### config.mk
export PLATFORM = sky130hd
export DESIGN_NAME = ddr2_bank_tracker
export DESIGN_NICKNAME = d
export VERILOG_FILES = /design/src/rtl/ddr2_pkg.sv /design/src/rtl/ddr2_txn_fifo.sv /design/src/rtl/ddr2_bank_tracker.sv
export SDC_FILE = /design/constraint.sdc
export NUM_CORES = 1
export LEC_CHECK = 0
export BUFFER_PORTS_ARGS = -buffer_cell sky130_fd_sc_hd__buf_2
export CAP_MARGIN = 20
export CORE_MARGIN = 2
export CORE_UTILIZATION = 35
export CTS_BUF_LIST = sky130_fd_sc_hd__clkbuf_4 sky130_fd_sc_hd__clkbuf_8
export DETAILED_ROUTE_END_ITERATION = 8
export PLACE_DENSITY = 0.59
export SLEW_MARGIN = 20
export SYNTH_ARGS = -nofsm -noshare
export SYNTH_HDL_FRONTEND = slang
export SYNTH_HIERARCHICAL = 1
export SYNTH_SLANG_ARGS = --single-unit
### constraint.sdc
create_clock -name ck -period 10.7 [get_ports ck]
set_input_delay 1.605 -clock ck [delete_from_list [all_inputs] [get_ports ck]]
set_output_delay 1.605 -clock ck [all_outputs]
set_load 0.01 [all_outputs]
### src/rtl/ddr2_pkg.sv
// Shared DDR2 command encodings, transaction record and error codes
// used by the bank tracker, its FIFO and the bus monitor.
package ddr2_pkg;

  localparam int unsigned ADDR_W    = 13;
  localparam int unsigned BA_W      = 2;
  localparam int unsigned NUM_BANKS = 4;
  localparam int unsigned COL_W     = 10;
  localparam int unsigned AP_BIT    = 10;

  // {cs_n, ras_n, cas_n, we_n}
  localparam logic [3:0] CMD_ACT = 4'b0011;
  localparam logic [3:0] CMD_RD  = 4'b0101;
  localparam logic [3:0] CMD_WR  = 4'b0100;
  localparam logic [3:0] CMD_PRE = 4'b0010;
  localparam logic [3:0] CMD_NOP = 4'b0111;

  typedef enum logic [1:0] {
    TXN_ACT = 2'd0,
    TXN_RD  = 2'd1,
    TXN_WR  = 2'd2,
    TXN_PRE = 2'd3
  } txn_cmd_e;

  typedef struct packed {
    txn_cmd_e            cmd;
    logic [BA_W-1:0]     bank;
    logic [ADDR_W-1:0]   row;
    logic [COL_W-1:0]    col;
    logic                ap;
  } ddr2_txn_t;

  typedef enum logic [2:0] {
    ERR_NONE     = 3'd0,
    ERR_CLOSED   = 3'd1,
    ERR_ACT_OPEN = 3'd2,
    ERR_TRCD     = 3'd3,
    ERR_OVF      = 3'd4
  } err_code_e;

endpackage

### src/rtl/ddr2_txn_fifo.sv
// First-word fall-through FIFO of decoded transactions with a registered head
// and registered valid/full flags; push while full succeeds only with a pop.
module ddr2_txn_fifo
  import ddr2_pkg::*;
#(
  parameter int unsigned DEPTH = 8
) (
  input  logic      clk,
  input  logic      rst,
  input  logic      push,
  input  ddr2_txn_t din,
  input  logic      pop,
  output logic      valid,
  output logic      full,
  output ddr2_txn_t head
);

  localparam int unsigned PTR_W = $clog2(DEPTH);
  localparam int unsigned CNT_W = PTR_W + 1;

  ddr2_txn_t        mem [DEPTH];
  logic [PTR_W-1:0] wr_ptr;
  logic [PTR_W-1:0] rd_ptr;
  logic [PTR_W-1:0] rd_next;
  logic [CNT_W-1:0] count;
  logic [CNT_W-1:0] count_next;
  logic             do_push;
  logic             do_pop;
  ddr2_txn_t        head_next;

  // The next head is the entry being written when it lands on the new read slot.
  always_comb begin
    do_pop     = pop && valid;
    do_push    = push && (!full || do_pop);
    rd_next    = rd_ptr + PTR_W'(do_pop);
    count_next = count + CNT_W'(do_push) - CNT_W'(do_pop);
    head_next  = (do_push && (wr_ptr == rd_next)) ? din : mem[rd_next];
  end

  always_ff @(posedge clk) begin
    if (do_push) mem[wr_ptr] <= din;
  end

  always_ff @(posedge clk or posedge rst) begin
    if (rst) begin
      wr_ptr <= '0;
      rd_ptr <= '0;
      count  <= '0;
      valid  <= 1'b0;
      full   <= 1'b0;
      head   <= '0;
    end else begin
      wr_ptr <= wr_ptr + PTR_W'(do_push);
      rd_ptr <= rd_next;
      count  <= count_next;
      valid  <= (count_next != '0);
      full   <= (count_next == CNT_W'(DEPTH));
      if (count_next != '0) head <= head_next;
    end
  end

endmodule

### src/rtl/ddr2_bank_tracker.sv
// Passive DDR2 command-bus decoder: tracks open rows and tRCD per bank, flags
// protocol errors and queues decoded transactions for the scoreboard.
module ddr2_bank_tracker
  import ddr2_pkg::*;
#(
  parameter int unsigned TRCD       = 3,
  parameter int unsigned FIFO_DEPTH = 8
) (
  input  logic              ck,
  input  logic              reset,
  input  logic              cke,
  input  logic [ADDR_W-1:0] addr,
  input  logic [BA_W-1:0]   ba,
  input  logic              cs_n,
  input  logic              ras_n,
  input  logic              cas_n,
  input  logic              we_n,
  output logic              txn_valid,
  input  logic              txn_ready,
  output logic [1:0]        txn_cmd,
  output logic [BA_W-1:0]   txn_bank,
  output logic [ADDR_W-1:0] txn_row,
  output logic [COL_W-1:0]  txn_col,
  output logic              txn_ap,
  output logic              err_valid,
  output logic [2:0]        err_code,
  output logic              overflow,
  output logic [NUM_BANKS-1:0] open_banks
);

  localparam int unsigned     CNT_W    = $clog2(TRCD + 1);
  localparam logic [CNT_W-1:0] TRCD_CNT = CNT_W'(TRCD);

  logic                 cke_prev;
  logic [ADDR_W-1:0]    row_q [NUM_BANKS];
  logic [CNT_W-1:0]     cnt_q [NUM_BANKS];
  logic [NUM_BANKS-1:0] open_d;
  logic [3:0]           cmd_bits;
  logic                 dec_en;
  logic                 is_act;
  logic                 push;
  logic                 drop;
  logic                 fifo_full;
  ddr2_txn_t            push_txn;
  ddr2_txn_t            head;
  err_code_e            prot_err;

  // Command decode, open-table next state and protocol checks.
  always_comb begin
    cmd_bits = {cs_n, ras_n, cas_n, we_n};
    dec_en   = cke && cke_prev;
    is_act   = dec_en && (cmd_bits == CMD_ACT);
    push     = 1'b0;
    push_txn = '0;
    prot_err = ERR_NONE;
    open_d   = open_banks;
    if (is_act) begin
      push          = 1'b1;
      push_txn.cmd  = TXN_ACT;
      push_txn.bank = ba;
      push_txn.row  = addr;
      if (open_banks[ba]) prot_err = ERR_ACT_OPEN;
      open_d[ba] = 1'b1;
    end else if (dec_en && ((cmd_bits == CMD_RD) || (cmd_bits == CMD_WR))) begin
      if (!open_banks[ba]) begin
        prot_err = ERR_CLOSED;
      end else begin
        push          = 1'b1;
        push_txn.cmd  = (cmd_bits == CMD_RD) ? TXN_RD : TXN_WR;
        push_txn.bank = ba;
        push_txn.row  = row_q[ba];
        push_txn.col  = addr[COL_W-1:0];
        push_txn.ap   = addr[AP_BIT];
        if (cnt_q[ba] < TRCD_CNT) prot_err = ERR_TRCD;
        if (addr[AP_BIT]) open_d[ba] = 1'b0;
      end
    end else if (dec_en && (cmd_bits == CMD_PRE)) begin
      push         = 1'b1;
      push_txn.cmd = TXN_PRE;
      if (addr[AP_BIT]) begin
        push_txn.ap = 1'b1;
        open_d      = '0;
      end else begin
        push_txn.bank = ba;
        open_d[ba]    = 1'b0;
      end
    end
    drop = push && fifo_full && !(txn_valid && txn_ready);
  end

  always_ff @(posedge ck or posedge reset) begin
    if (reset) begin
      cke_prev   <= 1'b0;
      open_banks <= '0;
      err_valid  <= 1'b0;
      err_code   <= ERR_NONE;
      overflow   <= 1'b0;
      for (int unsigned b = 0; b < NUM_BANKS; b++) begin
        row_q[b] <= '0;
        cnt_q[b] <= TRCD_CNT;
      end
    end else begin
      cke_prev   <= cke;
      open_banks <= open_d;
      err_valid  <= (prot_err != ERR_NONE) || drop;
      err_code   <= (prot_err != ERR_NONE) ? prot_err : (drop ? ERR_OVF : ERR_NONE);
      overflow   <= overflow || drop;
      // tRCD counters run every edge, including while cke is low.
      for (int unsigned b = 0; b < NUM_BANKS; b++) begin
        if (is_act && (ba == BA_W'(b))) begin
          row_q[b] <= addr;
          cnt_q[b] <= CNT_W'(1);
        end else if (cnt_q[b] < TRCD_CNT) begin
          cnt_q[b] <= cnt_q[b] + CNT_W'(1);
        end
      end
    end
  end

  ddr2_txn_fifo #(
    .DEPTH(FIFO_DEPTH)
  ) u_fifo (
    .clk  (ck),
    .rst  (reset),
    .push (push),
    .din  (push_txn),
    .pop  (txn_ready),
    .valid(txn_valid),
    .full (fifo_full),
    .head (head)
  );

  assign txn_cmd  = head.cmd;
  assign txn_bank = head.bank;
  assign txn_row  = head.row;
  assign txn_col  = head.col;
  assign txn_ap   = head.ap;

endmodule

Word-level counts from Yosys, hierarchy flattened --
Memory sizes are Yosys's and may differ from the RTL's. A register that Yosys moved wholly into a read port is not among the register bits. Index checks and enable logic that the tools add are counted.
Storage, ports and cells: output and inout port bits 38, word-level logic and storage cells 125, memories kept 1, input bits 23, memory bits (writable) 224, register bits after elaboration 82
Memories:
- u_fifo.mem | words 8, width 28, read ports 1, clocked after memory_dff 1, write ports 1, line ddr2_txn_fifo.sv:21 | ddr2_txn_t mem [DEPTH];
Cells by class: magnitude comparators 8, add/subtract/negate cells 8, bitwise operators 4, equality and inequality tests 10, mux-type cells 48, reduce and logical (&&, ||, !) cells 28
Operators by type and width (count):
- 2-bit 2-to-1 mux | 16
- 4-bit 2-to-1 mux | 8
- 28-bit 2-to-1 mux | 1
- 13-bit binary-select mux with 2-bit select | 1
- 13-bit 2-to-1 mux | 2
- 23-bit 2-to-1 mux | 1
- 17-bit 2-to-1 mux | 1
- 1-bit logical AND | 13
- 1-bit 2-to-1 mux | 11
- 11-bit 2-to-1 mux | 1
- 2-bit < comparator (second input constant) | 5
- 3-bit 2-to-1 mux | 3
- 2-bit by 1-bit adder with 2-bit output (second input constant) | 4
- 4-bit by 2-bit equality test with 1-bit output (second input constant) | 2
- 4-bit by 3-bit equality test with 1-bit output (second input constant) | 2
- 2-bit nonzero test | 4
- 3-bit by 1-bit adder with 3-bit output | 2
- 3-bit nonzero test | 2
- 4-bit by 1-bit adder with 4-bit output | 1
- 4-bit AND | 1
- 2-bit binary-select mux with 2-bit select | 1
- 2-bit equality test (second input constant) | 2
- 4-bit equality test (second input constant) | 1
- 1-bit logical OR | 4
- other kinds (16) | 17

Longest topological paths before layout --
Gate-level depths: netlist (run 1).
depth in word-level cells 11, gate-level depth with buffers 15, gate-level depth less buffers 12

Hierarchy --
The synthesis (run 1) kept the hierarchy.
Modules (own cells, without submodules):
- ddr2_txn_fifo | area each 10590.2 um^2, seq. area each 7727.4 um^2, cells each 552, instances 1
- ddr2_bank_tracker | area each 3544.6 um^2, seq. area each 1761.7 um^2, cells each 257, instances 1

Worst setup path before layout (run 1) --
Ideal clock, no wire load.
path type in2reg, start input port cas_n, end memory u_fifo/mem[0][0] (netlist name) (enable), required time 10.216 ns, setup time 0.484 ns, arrival time 5.270 ns, cell stages on the path 4, buffers on the path 0, setup slack 4.946 ns, cell sequence nor3b_1 -> a32o_1 -> nand2b_1 -> nor4_1
On the way: cells in the longest elaborated chain, start to end 8, elaborated cells on any way between the ends 14, those cells by class eq/ne (4); mux (5); reduce/logical (5)
Ends and longest elaborated chain:
- start, declared | line ddr2_bank_tracker.sv:16 | input logic cas_n,
- 4-bit by 2-bit equality test with 1-bit output or 4-bit by 3-bit equality test with 1-bit output (tied branches) | line ddr2_bank_tracker.sv:77, ddr2_bank_tracker.sv:64
- 1-bit logical AND or 1-bit logical OR (tied branches) | line ddr2_bank_tracker.sv:77, ddr2_bank_tracker.sv:64
- 1-bit 2-to-1 mux or 1-bit logical AND (tied branches) | line ddr2_bank_tracker.sv:77, ddr2_bank_tracker.sv:64
- 1-bit 2-to-1 mux | line ddr2_bank_tracker.sv:64 | end else if (dec_en && ((cmd_bits == CMD_RD) || (cmd_bits == CMD_WR))) begin
- 1-bit 2-to-1 mux * | line ddr2_bank_tracker.sv:57 | if (is_act) begin
- via push | line ddr2_bank_tracker.sv:41 | logic push;
- 1-bit logical AND * | line ddr2_txn_fifo.sv:34 | do_push = push && (!full || do_pop);
- 1-bit 2-to-1 mux * | line ddr2_txn_fifo.sv:41 | if (do_push) mem[wr_ptr] <= din;
- 1-bit 2-to-1 mux (not written as such) * | line ddr2_txn_fifo.sv:41
- end, declared | line ddr2_txn_fifo.sv:21
The timed path passes the listed nets; every way through them passes the cells marked *.

Worst setup path after layout (run 1) --
start input port ba[0], end register u_fifo/head[3] (netlist name)
On the way: cells in the longest elaborated chain, start to end 9
Ends and longest elaborated chain:
- start, declared | line ddr2_bank_tracker.sv:13 | input logic [BA_W-1:0] ba,
- 1-bit binary-select mux with 2-bit select | line ddr2_bank_tracker.sv:65 | if (!open_banks[ba]) begin
- 1-bit 2-to-1 mux (not written as such) | line ddr2_bank_tracker.sv:65
- 1-bit 2-to-1 mux | line ddr2_bank_tracker.sv:65
- 1-bit 2-to-1 mux | line ddr2_bank_tracker.sv:64
- 1-bit 2-to-1 mux | line ddr2_bank_tracker.sv:57
- via push | line ddr2_bank_tracker.sv:41
- 1-bit logical AND | line ddr2_txn_fifo.sv:34
- 4-bit by 1-bit adder with 4-bit output | line ddr2_txn_fifo.sv:36 | count_next = count + CNT_W'(do_push) - CNT_W'(do_pop);
- 4-bit by 1-bit subtractor with 4-bit output | line ddr2_txn_fifo.sv:36
- via u_fifo.count_next[1] | line ddr2_txn_fifo.sv:26 | logic [CNT_W-1:0] count_next;
- 4-bit nonzero test | line ddr2_txn_fifo.sv:58 | if (count_next != '0) head <= head_next;
The timed path passes the listed nets, and every way through them passes these cells. The select of a mux whose other input is x is not followed. A chain may end at the register's enable or synchronous reset.

==> results of run 1 <==
## power by group through the flow
stage               logic (mW)  registers (mW)  clock network [mW]
finish                    1.36            1.62                1.14
global route              1.50            1.63                1.23
CTS                       1.39            1.62                1.17
detailed placement        1.38            1.65                   0
global placement          1.35            1.65                   0
floorplan                 1.03            1.62                   0
## state kept, by name, summed over array words and instances (netlist names)
name,count
u_fifo/full,1
cke_prev,1
row_q,52
open_banks,4
u_fifo/head,28
u_fifo/mem,224
overflow,1
u_fifo/rd_ptr,3
cnt_q,8
u_fifo/wr_ptr,3
u_fifo/valid,1
u_fifo/count,4
err_code,3
err_valid,1
## logic make-up (layout without fill, tap and decap cells)
logic type	count (synthesis)	after routing	synth area share (%)
AND/OR/NAND/NOR	131	131	5.21
flip-flops	334	334	67.1
AO/OA/AOI/OAI	89	89	4.34
multiplexers	157	157	18.0
buffers and inverters	69	195	2.89
adder cells (fa/ha/maj)	17	17	1.49
XOR/XNOR	12	12	0.903
## placed cells by master, fill, tap and decap left out, types with 3 or more instances in the layout
cell type | Yosys | final
mux4_2 | 69 | 69
o31ai_1 | 27 | 27
nand4_1 | 28 | 28
dfstp_2 | 8 | 8
clkinv_1 | 0 | 14
nor2_4 | 0 | 3
buf_2 | 18 | 60
buf_4 | 3 | 21
inv_1 | 13 | 11
a22o_1 | 13 | 13
nand2b_1 | 9 | 9
nor3_1 | 34 | 29
xor2_1 | 5 | 5
nor2b_1 | 4 | 4
nand3_1 | 4 | 4
nor2_1 | 10 | 7
edfxtp_1 | 224 | 224
xnor2_1 | 4 | 4
and2_1 | 19 | 19
a21oi_1 | 33 | 33
mux2_2 | 78 | 78
mux2i_1 | 8 | 8
clkbuf_8 | 0 | 60
ha_1 | 12 | 10
nor3_2 | 0 | 5
a31oi_1 | 5 | 5
dfrtp_1 | 102 | 102
bufinv_16 | 0 | 3
maj3_1 | 4 | 4
nand2_1 | 11 | 11
clkbuf_4 | 0 | 20
## worst max-delay path, cell delays in order
cell and delay (ns):
buf_2 0.47, mux4_2 0.61, a32o_1 0.42, nand2b_1 0.35
ha_1 0.30, inv_1 0.06, ha_1 0.16, inv_1 0.06
fa_1 0.50, inv_1 0.06, nor3_2 0.18, and3_2 0.60
o31ai_1 0.18
## Yosys cell counts, types with 4 or more instances
| cell type | number |
|---|---|
| a21oi_1 | 33 |
| a22o_1 | 13 |
| a31oi_1 | 5 |
| and2_1 | 19 |
| buf_2 | 18 |
| buf_6 | 11 |
| clkbuf_1 | 20 |
| dfrtp_1 | 102 |
| dfstp_2 | 8 |
| edfxtp_1 | 224 |
| ha_1 | 12 |
| inv_1 | 13 |
| maj3_1 | 4 |
| mux2_2 | 78 |
| mux2i_1 | 8 |
| mux4_2 | 69 |
| nand2_1 | 11 |
| nand2b_1 | 9 |
| nand3_1 | 4 |
| nand4_1 | 28 |
| nor2_1 | 10 |
| nor2b_1 | 4 |
| nor3_1 | 34 |
| o31ai_1 | 27 |
| xnor2_1 | 4 |
| xor2_1 | 5 |
## layer usage
layer  global-route usage, %  share of wire (%)  wire length (microns)
met1                    22.2                 45                  14800
met4                    4.52                2.0                    672
met3                    3.39                5.4                   1790
met5                       0                  0                      0
met2                    25.8                 47                  15600
## how the worst min path moves through the flow
stage	to	slack [ns]	start
6_report	overflow	0.47	overflow
5_1_grt	overflow	0.50	overflow
4_1_cts	overflow	0.47	overflow
3_5_place_dp	overflow	0.45	overflow
3_3_place_gp	overflow	0.45	overflow
2_1_floorplan	row_q[29]	0.47	row_q[29]
## layout make-up
class / count / area (sq um)
clock buffer: 80 / 976
sequential: 334 / 9490
clock inverter: 19 / 153
tap: 525 / 657
multi-input combinational: 406 / 4330
fill: 3661 / 23700
timing repair buffer: 83 / 513
inverter: 13 / 48.8
## per-stage QoR
stage                     hold slack (ns)  utilization [%]  cell area [sq um]  worst slack (ns)
after floorplan                     0.472                -              14100              4.95
after global placement              0.447             37.6              15000              4.56
after detailed placement            0.447             37.7              15000              4.90
after CTS                           0.466             40.5              16100              5.52
after global routing                0.498             40.6              16200              5.28
final                               0.467             40.6              16200              5.55
==> impl_metrics.env, run 1 <==
export IMPL_status="finished clean"
export IMPL_min_path_type="flip-flop to flip-flop"
export IMPL_finalWeightedCongestion=0.765
export IMPL_worstPathRequired_ns=11.13
export IMPL_drcViolationCount=0
export IMPL_vias=7749
export IMPL_drtIter0Drc=563
export IMPL_period_minus_slack_ns=5.15
export IMPL_p_seq_share_pct=39.3
export IMPL_finClkSkew_ns=0.0233
export IMPL_synthCells=809
export IMPL_viasPerCell=5.31
export IMPL_rrSetupSlack_ns=6.72
export IMPL_ant_nets=0
export IMPL_syn2layout_area_growth_pct=14.4
export IMPL_powerDensity_nw_per_um2=255
export IMPL_clk_insertion_delay_late_ns=0.59
export IMPL_synth_top_area_share_pct=47.6
export IMPL_hold_path_cell_count=1
export IMPL_cap_violations=0
export IMPL_die_h_microns=205
export IMPL_crit_path_start="ba[0]"
export IMPL_reg2reg_from="open_banks[3]"
export IMPL_crit_type="primary input to flip-flop"
export IMPL_p_comb_share_pct=33.1
export IMPL_drt_total_wl_mm=32.9
export IMPL_grt_pass1_vias=8113
export IMPL_stdcell_count=1460
export IMPL_antennaDiodeCount=0
export IMPL_cts_tree="yes"
export IMPL_reg2reg_depth=12
export IMPL_placed_cells=1360
export IMPL_antenna_found_initial=0
export IMPL_synth_top_cell_by_area="edfxtp_1"
export IMPL_tightest_slew_ns=1.01
export IMPL_synth_area_sq_um=14100
export IMPL_timing_critical_path_to="u_fifo/head[3]"
export IMPL_ir_drop_mv=0.145
export IMPL_fin_setup_tns_ns=0
export IMPL_avgRoutedWirePerCell_microns=22.5
export IMPL_start_util_pct=35.5
export IMPL_row_count=73
export IMPL_critPathMaxFanout=29
export IMPL_cts_resized=0
export IMPL_post_route_period_util_pct=48.1
export IMPL_layout_drive_gt1_share_pct=36.7
export IMPL_io_buffers=60
export IMPL_synth_main_ff_cell="edfxtp_1"
export IMPL_cts_sinks=334
export IMPL_core_area_sq_um=39800
export IMPL_synth_cell_types=50
export IMPL_overflow=0
export IMPL_nets=928
export IMPL_yosys_warnings=6
export IMPL_setup_violations=0
export IMPL_die_area_sq_um=42000
export IMPL_yosysSeqAreaShare_pct=67.1
export IMPL_leakagePower_nw=5.87
export IMPL_synth_edf_count=224
export IMPL_post_cts_buffers=0
export IMPL_clockBufferDepth=3
export IMPL_h_tree_depth=2
export IMPL_ys_seq_elements=334
export IMPL_syn_area_per_cell_sq_um=17.5
export IMPL_cts_hold_buf=0
export IMPL_crit_path_end_kind="flip-flop"
export IMPL_switching_share_pct=32.7
export IMPL_total_power_mw=4.12
export IMPL_crit_arrival_ns=5.58
export IMPL_rsz0062_at_grt="false"
export IMPL_fmax_mhz=194
export IMPL_syn_nets=845
export IMPL_place_hpwl_mm=20.1
export IMPL_async_reset_ff_share_pct=32.9
export IMPL_r2r_end="u_fifo/head[3]"
export IMPL_finalHoldViolations=0
export IMPL_grt_max_degree=71
export IMPL_p_int_mw=2.77
export IMPL_slew_viol_final=0
export IMPL_io_pins=61
export IMPL_grt_pass1_wl_mm=50.6
export IMPL_detailedRoute_firstPassIterationCount=4
export IMPL_power_share_clock_pct=27.7
export IMPL_start_kind="primary input"
export IMPL_p_sw_mw=1.35
export IMPL_path_clk_slew_ns=0.06
export IMPL_grtUsageTotal_pct=16.1
export IMPL_cts_root_buf="clkbuf_8"
export IMPL_relSlewSlack_pct=32.6
export IMPL_synthTopCellsByArea="edfxtp_1 48%, dfrtp_1 18%, mux4_2 11%"
export IMPL_cts_buffers_inserted=54
export IMPL_die_width_microns=205
Power figures use the tool's default switching activity.
==> run 2: changes to the inputs <==
clock period = 4.9 ns   (was 10.7 ns; I/O delays follow)
==> impl_metrics.env, run 2 (same netlist as run 1, synthesis figures left out) <==
export IMPL_clk_insertion_delay_late_ns=0.57
export IMPL_viasPerCell=5.32
export IMPL_place_ws_ns=0.560
export IMPL_period_minus_slack_ns=3.76
export IMPL_design_area_sq_um=16200
export IMPL_drcViolationCount=0
export IMPL_final_cell_mix="224 x edfxtp_1, 102 x dfrtp_1, 78 x mux2_2, 69 x mux4_2, 69 x clkbuf_8"
export IMPL_antenna_found_initial=2
export IMPL_cts_root_buf="clkbuf_8"
export IMPL_grt_max_degree=57
export IMPL_leakagePower_nw=5.91
export IMPL_cts_resized=0
export IMPL_slew_viol_final=0
export IMPL_core_area_sq_um=39800
export IMPL_io_pins=61
export IMPL_powerDensity_nw_per_um2=557
export IMPL_path_clk_slew_ns=0.06
export IMPL_io_buffers=60
export IMPL_drt_total_wl_mm=33.1
export IMPL_min_path_type="primary input to async pin"
export IMPL_status="finished clean"
export IMPL_die_width_microns=205
export IMPL_relSlewSlack_pct=31.2
export IMPL_fin_util_pct=40.6
export IMPL_crit_arrival_ns=4.22
export IMPL_row_count=73
export IMPL_cts_buffers_inserted=54
export IMPL_rsz0062_at_grt="false"
export IMPL_cap_violations=0
export IMPL_finalWeightedCongestion=0.771
export IMPL_detailedRoute_firstPassIterationCount=5
export IMPL_crit_type="primary input to flip-flop"
export IMPL_grt_pass1_wl_mm=50.2
export IMPL_post_route_period_util_pct=76.7
export IMPL_layout_drive_gt1_share_pct=37.8
export IMPL_top_regs="u_fifo/mem: 224 flops, row_q: 52 flops, u_fifo/head: 28 flops"
export IMPL_reg2reg_from="open_banks[0]"
export IMPL_fin_setup_tns_ns=0
export IMPL_fmax_mhz=266
export IMPL_largest_reg_flops=224
export IMPL_post_cts_buffers=0
export IMPL_ir_drop_mv=0.405
export IMPL_die_h_microns=205
export IMPL_grtUsageTotal_pct=16.0
export IMPL_cts_tree="yes"
export IMPL_critPathMaxFanout=29
export IMPL_vias=7807
export IMPL_avgRoutedWirePerCell_microns=22.6
export IMPL_syn2layout_area_growth_pct=14.5
export IMPL_cts_sinks=334
export IMPL_fill_cells=3705
export IMPL_ant_nets=0
export IMPL_die_area_sq_um=42000
export IMPL_finalHoldViolations=0
export IMPL_crit_path_end_kind="flip-flop"
export IMPL_crit_path_start="ba[1]"
export IMPL_start_kind="primary input"
export IMPL_drtIter0Drc=628
export IMPL_postLayoutSetupSlackWorst_ns=1.14
export IMPL_grt_pass1_vias=8118
export IMPL_cts_hold_buf=0
export IMPL_place_hpwl_mm=20.0
export IMPL_setup_violations=0
export IMPL_start_util_pct=35.5
export IMPL_nets=933
export IMPL_place_area_sq_um=15000
export IMPL_top_register="u_fifo/mem"
export IMPL_worstPathRequired_ns=5.36
export IMPL_placed_cells=1366
export IMPL_final_common_cell="edfxtp_1"
export IMPL_clockBufferDepth=3
export IMPL_overflow=0
export IMPL_antennaDiodeCount=0
export IMPL_h_tree_depth=2
export IMPL_stdcell_count=1467
export IMPL_finClkSkew_ns=0.0212
export IMPL_tightest_slew_ns=1.02
## run 2: cell count changes in the layout (fill, tap and decap cells not counted), moves of 2 or more
cell,previous run,this run
buf_16,2,0
buf_4,21,28
bufinv_16,3,0
clkbuf_8,60,69
clkinv_1,14,7
clkinv_2,2,5
## run 2: path summary, 6_finish.rpt
check	to	slack (ns)	depth (start not counted)
max in group asynchronous	row_q[31]	3.74	3
min in group ck	cke_prev	0.31	1
min	row_q[43]	0.30	2
max reg2reg	u_fifo/head[15]	1.26	13
min reg2reg	overflow	0.47	1
max	u_fifo/head[15]	1.14	14
## run 2: power by group
group | switching (mW) | internal [mW] | total (mW) | leakage (nW)
Combinational | 1.67 | 1.34 | 3.01 | 1.86
Clock | 1.06 | 1.41 | 2.47 | 0.615
Sequential | 0.236 | 3.30 | 3.54 | 3.43
## run 2: stage by stage
step,total power [mW],hold slack (ns)
4_1_cts,9.13,0.275
3_5_place_dp,6.63,0.447
6_report,9.02,0.305
5_1_grt,9.51,0.287
2_1_floorplan,5.78,0.472
3_3_place_gp,6.57,0.452
## run 2: final cells by class
type / count / area (sq um) / share of cell area (%)
Clock buffer: 89 / 1100 / 6.80
Clock inverter: 12 / 53.8 / 0.333
Inverter: 13 / 50.0 / 0.309
Multi-Input combinational cell: 406 / 4320 / 26.7
Sequential cell: 334 / 9490 / 58.7
Tap cell: 525 / 657 / 4.06
Timing Repair Buffer: 88 / 510 / 3.16
## run 2: worst max-delay path, cell delays in order
cell      delay (ns)
buf_2           0.45
mux4_2          0.41
a32o_1          0.33
nand2b_1        0.25
ha_1            0.29
inv_1           0.06
ha_1            0.15
inv_1           0.06
fa_1            0.41
xnor2_1         0.25
nor3_2          0.07
and3_1          0.18
buf_4           0.24
o31ai_1         0.31
## run 2: routing by layer
| metal | global-route usage [%] | up-vias | part of all wire [%] |
|---|---|---|---|
| met5 | 0 | - | 0.039 |
| met1 | 22.7 | 4092 | 45 |
| met2 | 25.1 | 273 | 47 |
| li1 | - | 3386 | - |
| met4 | 4.39 | 2 | 1.9 |
| met3 | 3.39 | 54 | 6.2 |
